<file path="src/rtl/nivel_monitor.sv">
// Tank-level monitor: debounces a thermometer-coded sensor bus, classifies the level,
// drives a 7-segment letter and raises a latched, blinking, acknowledgeable alarm.
module nivel_monitor #(
  parameter int unsigned N_SENS        = 4,
  parameter int unsigned STABLE_CYCLES = 3,
  parameter int unsigned LOW_TH        = 1,
  parameter int unsigned HIGH_TH       = 3,
  parameter int unsigned BLINK_DIV     = 2,
  parameter logic [7:0]  SEG_ALTO      = 8'b01110111,
  parameter logic [7:0]  SEG_NORMAL    = 8'b01010100,
  parameter logic [7:0]  SEG_BAIXO     = 8'b01111100,
  parameter logic [7:0]  SEG_DESC      = 8'b01011110,
  localparam int unsigned LW           = $clog2(N_SENS + 1)
) (
  input  logic              clk_2,
  input  logic              reset,
  input  logic [N_SENS-1:0] sensor,
  input  logic              ack,
  output logic [7:0]        seg,
  output logic [LW-1:0]     level,
  output logic [1:0]        state,
  output logic              alarm,
  output logic              alarm_blink
);

  localparam int unsigned CW = $clog2(STABLE_CYCLES + 1);
  localparam int unsigned BW = (BLINK_DIV > 1) ? $clog2(BLINK_DIV) : 1;

  localparam logic [CW-1:0] C_STABLE = CW'(STABLE_CYCLES);
  localparam logic [CW-1:0] C_LAST   = CW'(STABLE_CYCLES - 1);
  localparam logic [BW-1:0] B_LAST   = BW'(BLINK_DIV - 1);
  localparam logic [LW-1:0] L_LOW    = LW'(LOW_TH);
  localparam logic [LW-1:0] L_HIGH   = LW'(HIGH_TH);

  typedef enum logic [1:0] {
    StAlto   = 2'b00,
    StNormal = 2'b01,
    StBaixo  = 2'b10,
    StDesc   = 2'b11
  } state_e;

  logic [N_SENS-1:0] r_cand;
  logic [CW-1:0]     r_cnt;
  logic [N_SENS-1:0] r_acc;
  logic              r_acc_valid;
  state_e            r_state;
  logic              r_alarm;
  logic [BW-1:0]     r_bcnt;
  logic              r_phase;

  logic              w_thermo;
  logic [LW-1:0]     w_pop;
  state_e            w_state_nxt;
  logic              w_set;
  logic              w_clr;

  // A value is a valid reading only if it is 2^k-1; k is then the level.
  always_comb begin
    w_thermo = 1'b0;
    w_pop    = '0;
    for (int k = 0; k <= N_SENS; k++) begin
      if (r_acc == N_SENS'((1 << k) - 1)) begin
        w_thermo = 1'b1;
        w_pop    = LW'(k);
      end
    end
  end

  always_comb begin
    if (!r_acc_valid) begin
      w_state_nxt = StNormal;
    end else if (!w_thermo) begin
      w_state_nxt = StDesc;
    end else if (w_pop >= L_HIGH) begin
      w_state_nxt = StAlto;
    end else if (w_pop <= L_LOW) begin
      w_state_nxt = StBaixo;
    end else begin
      w_state_nxt = StNormal;
    end
  end

  assign w_set = (w_state_nxt != StNormal);
  assign w_clr = ack && (r_state == StNormal) && (w_state_nxt == StNormal);

  always_ff @(posedge clk_2) begin
    if (reset) begin
      r_cand      <= '0;
      r_cnt       <= '0;
      r_acc       <= '0;
      r_acc_valid <= 1'b0;
      r_state     <= StNormal;
      r_alarm     <= 1'b0;
      r_bcnt      <= '0;
      r_phase     <= 1'b1;
    end else begin
      if (sensor != r_cand) begin
        r_cand <= sensor;
        r_cnt  <= CW'(1);
      end else if (r_cnt == C_LAST) begin
        r_acc       <= r_cand;
        r_acc_valid <= 1'b1;
        r_cnt       <= C_STABLE;
      end else if (r_cnt < C_STABLE) begin
        r_cnt <= r_cnt + CW'(1);
      end

      r_state <= w_state_nxt;

      // Set wins over a simultaneous acknowledge.
      if (w_set) begin
        r_alarm <= 1'b1;
      end else if (w_clr) begin
        r_alarm <= 1'b0;
      end

      if (r_alarm) begin
        if (r_bcnt == B_LAST) begin
          r_bcnt  <= '0;
          r_phase <= ~r_phase;
        end else begin
          r_bcnt <= r_bcnt + BW'(1);
        end
      end else begin
        r_bcnt  <= '0;
        r_phase <= 1'b1;
      end
    end
  end

  always_comb begin
    unique case (r_state)
      StAlto:   seg = SEG_ALTO;
      StNormal: seg = SEG_NORMAL;
      StBaixo:  seg = SEG_BAIXO;
      StDesc:   seg = SEG_DESC;
    endcase
  end

  assign level       = (r_acc_valid && w_thermo) ? w_pop : '0;
  assign state       = r_state;
  assign alarm       = r_alarm;
  assign alarm_blink = r_alarm & r_phase;

endmodule
</file>
<file path="config.mk">
export PLATFORM = sky130hd
export DESIGN_NAME = nivel_monitor
export DESIGN_NICKNAME = d
export VERILOG_FILES = /design/src/rtl/nivel_monitor.sv
export SDC_FILE = /design/constraint.sdc
export NUM_CORES = 1
export LEC_CHECK = 0
export CAP_MARGIN = 20
export CORE_MARGIN = 2
export CORE_UTILIZATION = 49
export DETAILED_ROUTE_END_ITERATION = 6
export HOLD_SLACK_MARGIN = 0.05
export PLACE_DENSITY_LB_ADDON = 0.2
export SKIP_CTS_REPAIR_TIMING = 1
export SLEW_MARGIN = 20
export SYNTH_ARGS = -nofsm -noshare
export SYNTH_HDL_FRONTEND = slang
export SYNTH_SLANG_ARGS = --single-unit
</file>
<file path="constraint.sdc">
create_clock -name clk_2 -period 3.6 [get_ports clk_2]
set_clock_uncertainty 0.2 [all_clocks]
set_input_delay 0.72 -clock clk_2 [delete_from_list [all_inputs] [get_ports clk_2]]
set_output_delay 0.72 -clock clk_2 [all_outputs]
set_load 0.02 [all_outputs]
</file>
## Yosys cells after proc, flatten, opt, wreduce, memory -nomap -nowiden

Cells that the tools add are included.

- Input port bits: 7
- Flip-flop bits (word level): 16
- Word-level logic and storage cells: 61
- Output and inout port bits: 15

- Bitwise operators: 4
- Eq/ne operators: 11
- Multiplexer cells: 20
- $lt $le $gt $ge: 3
- Add/subtract/negate cells: 2
- Reduce and logical (&&, ||, !) cells: 12

Operator list:

| kind | count |
|---|---|
| $pmux 8 s4 | 1 |
| $mux 2 | 6 |
| $mux 3 | 4 |
| $mux 1 | 9 |
| $eq 2x2->1 const B | 3 |
| $eq 2x1->1 const B | 2 |
| $eq 4x1->1 const B | 1 |
| $eq 4x2->1 const B | 1 |
| $eq 4x3->1 const B | 1 |
| $eq 4x4->1 const B | 1 |
| $logic_not 4->1 | 1 |
| $ne 4x4->1 | 1 |
| $reduce_bool 2->1 | 2 |
| $reduce_or 2->1 | 2 |
| $ge 3x2->1 const B | 1 |
| $le 3x1->1 const B | 1 |
| $logic_and 1x1->1 | 3 |
| $not 1->1 | 3 |
| $reduce_bool 3->1 | 1 |
| $reduce_or 3->1 | 1 |
| $add 2x1->2 const B | 1 |
| $logic_not 2->1 | 1 |
| $lt 2x2->1 const B | 1 |
| $ne 2x1->1 const B | 1 |
| other kinds (3) | 3 |

## Logic depth before layout (Yosys ltp)

- Word-level depth: 14
- Mapped depth: 5
- Mapped depth without buffers: 5

## Worst setup path after synthesis

OpenSTA, ideal clock, no wires.

- Path type: reg-to-output
- Start: reg r_state[0], in the netlist state[0]
- End: out seg[5]
- Stages on the path, launching flop included: 4
- Data required time: 2.680 ns
- Arrival: 1.198 ns
- Setup slack: 1.482 ns
- Cells stage by stage: dfxtp_1 inv_1 ha_1 or2_2

- Longest elaborated chain between the ends: 2
- Elaborated cells between the ends (all ways): 5
- Those cells by class: eq/ne (3); mux (1); reduce/logical (1)

RTL lines:

| what | line | source |
|---|---|---|
| from (decl) | 46 | `state_e r_state;` |
| from (signal assigned) | 92 | `r_state <= StNormal;` |
| from (signal assigned) | 108 | `r_state <= w_state_nxt;` |
| $eq 2x2->1, or another cell as far along | 132 | `unique case (r_state)` |
| $pmux 8 s4 * | 132 |  |
| to (decl) | 19 | `output logic [7:0] seg,` |

Mark *: on every way between the ends. The rest lies on a longest branch, timed or not. The select of a mux whose other input is x is not followed.

## Worst setup path in the final report

- Start: reg r_state[0], in the netlist state[0]
- End: out seg[3]

The elaborated chain is that of the path after synthesis.

==> metrics.csv <==
stage,metric,value,unit
yosys,ys_warn_count,0,
timing,setup_viol,0,
routing,avgViaCountPerCell,5.14,
clock_network,cts_root_buffer,clkbuf_4,
timing,max_slew_margin,59.9,%
layout,area_delta_synth_final,22.6,%
global_route,grt_overflow,0,
layout,drive_above_1_share,8.91,%
setup_path,crit_buf_inv,2,
setup_path,critical_path_required,2.68,ns
timing,fin_crit,2.68,ns
routing,drt-initial-drc-count,4,
timing,fmaxAchievable,0.373,GHz
layout,layout_common_cells,"clkdlybuf4s50_1, dfxtp_1, ha_1",
yosys,avgSynthCellArea,9.52,um2
run,cap_violations,0,
placed_design,dpl.cell_count,114,
power_and_ir_drop,p_sw,0.0670,mW
yosys,ys_types,26,
setup_path,r2r-start,r_cand[1],
layout,nNetsFinal,116,
clock_network,clk_pin_slew_worst_paths,0.08,ns
timing,layout_setup_ws,0.921,ns
timing,tns,0,ns
yosys,synthesis.instances,85,
floorplanning,die-area,1990,um2
setup_path,cpMaxStageDelayCell,clkdlybuf4s50_1,
power_and_ir_drop,power_frac_clock,29.3,%
worst_hold_path,holdPathEnd,r_bcnt,
layout,diodes,0,
clock_network,cts_tree,built,
routing,drt_first_pass_iters,4,
clock_network,htreeDepth,1,
clock_network,cts_buffers,3,
power_and_ir_drop,sequentialPowerShare,61.1,%
timing,hold_viol,0,
worst_hold_path,worstHoldPathType,flop to flop,
placed_design,hpwl,1.03,mm
floorplanning,rows,14,
power_and_ir_drop,combPwrFrac,9.6,%
power_and_ir_drop,swShare,22.4,%
power_and_ir_drop,leakage,0.403,nW
layout,final_common_cell,clkdlybuf4s50_1,
placed_design,routabilityCongestion,0.781,
placed_design,dp_slack,1.18,ns
placed_design,io_buffers,17,
outcome,outcome,completed,
yosys,seq_area_frac_synth,39.6,%
routing,ant_nets,0,
setup_path,crit_path_cell_trace,inv_1 > ha_1 > or2_2 > clkdlybuf4s50_1,
routing,drc,0,
setup_path,cp-end-kind,output pin,
routing,drt-total-wl,1.31,mm
worst_hold_path,min_path_cells,1,
setup_path,crit_family,buffers and inverters,
routing,vias,601,
global_route,antenna_found_initial,0,
global_route,grt_use_total,16.2,%
global_route,grt_pass1_vias,581,
floorplanning,die_x,44.6,um
timing,grt_setup_unrepaired,false,
setup_path,crit_type,flop to output pin,
power_and_ir_drop,ir_worst_vdd,0.191,mV
floorplanning,core_area,1520,um2
routing,wire_per_inst,11.2,um
floorplanning,io_pins,22,
setup_path,ff2ff_path_depth,4,
clock_network,ctsLongestPathBuffers,2,
setup_path,worstPathMaxFanout,4,
clock_network,clock_latency,0.27,ns
setup_path,r2r-end,r_acc[1],
layout,stdcell_count,117,
power_and_ir_drop,intPower,0.232,mW
setup_path,worstPathArrival,1.76,ns
setup_path,worstSetupStartpointType,flop,
setup_path,r2r_slack,1.99,ns
clock_network,cts_sinks,16,
floorplanning,fp.dieH,44.6,um
floorplanning,initial_core_util,53.1,%
yosys,syn-cell-area,810,um2
power_and_ir_drop,powerDensity,302,nW/um2
timing,slew_viol_final,0,
timing,period_share,74.4,%
global_route,grt_max_degree,21,
worst_hold_path,hp-start,r_bcnt,
setup_path,max_stage_delay,0.53,ns
timing,worst-slew-pin-transition,0.599,ns
global_route,grt_pass1_wl,2.31,mm
yosys,yosys_register_bits,16,
==> Yosys cell counts <==
cell	number	area [um2]
inv_1	5	18.8
nor3b_2	1	12.5
a21oi_1	5	25.0
nor4_4	1	21.3
xnor2_1	3	26.3
clkbuf_1	2	7.51
xor2_1	4	35.0
buf_4	4	30.0
and2_4	1	8.76
nor2b_1	4	25.0
ha_1	6	75.1
o21ai_1	2	10.0
nor3b_1	3	22.5
or2_2	2	12.5
nor2_1	4	15.0
dfxtp_1	16	320
nand3b_1	2	15.0
nand2_1	4	15.0
nand2b_1	3	18.8
and4b_1	1	10.0
o21ai_2	1	8.76
conb_1	2	7.51
nand3_1	1	5.00
and2_1	1	6.26
o31ai_1	3	22.5
nand4b_1	4	35.0
==> cells by family (layout without fill, tap and decap cells) <==
logic type / count (synthesis) / in the layout / share of synthesized area (%)
simple gates: 32 / 32 / 27.5
flops: 16 / 16 / 39.6
compound gates: 11 / 11 / 8.19
buf+inv: 11 / 25 / 6.96
xor+xnor: 7 / 7 / 7.57
fa+ha+maj: 6 / 6 / 9.27
other cells: 2 / 4 / 0.928
==> how the worst max path moves through the flow <==
stage	start	to	cells after the start
2_1_floorplan	state[0]	seg[5]	3
3_3_place_gp	sensor[1]	r_acc[2]	5
3_5_place_dp	sensor[1]	r_acc[1]	5
4_1_cts	state[0]	seg[3]	4
5_1_grt	state[0]	seg[3]	4
6_report	state[0]	seg[3]	4
==> sequential cells by signal, summed over array words and instances (netlist names) <==
name,count
r_cand,4
state,2
alarm,1
r_cnt,2
r_phase,1
r_acc_valid,1
r_acc,4
r_bcnt,1
==> routing by layer <==
layer / wire [um] / vias to the layer above / global-route usage [%]
li1: - / 311 / -
met1: 585 / 271 / 18.4
met2: 649 / 17 / 28.4
met3: 70 / 2 / 3.67
met4: 9 / 0 / 7.27
met5: 0 / - / 0
==> layout make-up <==
type | instances | area [um2]
well taps | 16 | 20.0
multi-input cells | 60 | 440
repair buffers | 17 | 170
fillers | 140 | 532
clock buffers | 3 | 22.5
inverters | 5 | 18.8
flip-flops and latches | 16 | 320
==> per-stage QoR <==
stage	hold WS (ns)	power [mW]	cell area [um2]	util, %
2_1_floorplan	0.220	0.210	817	-
3_3_place_gp	0.231	0.216	970	63.6
3_5_place_dp	0.236	0.216	970	63.6
4_1_cts	0.247	0.303	992	65.1
5_1_grt	0.275	0.314	992	65.1
6_report	0.239	0.299	992	65.1
==> power by group through the flow <==
stage,clock (mW),sequential (mW),combinational [mW]
floorplan,0,0.186,0.0231
global placement,0,0.187,0.0286
CTS,0.0913,0.183,0.0291
finish,0.0877,0.183,0.0288
detailed placement,0,0.187,0.0288
global route,0.0987,0.183,0.0319
Power figures use the tool's default switching activity.
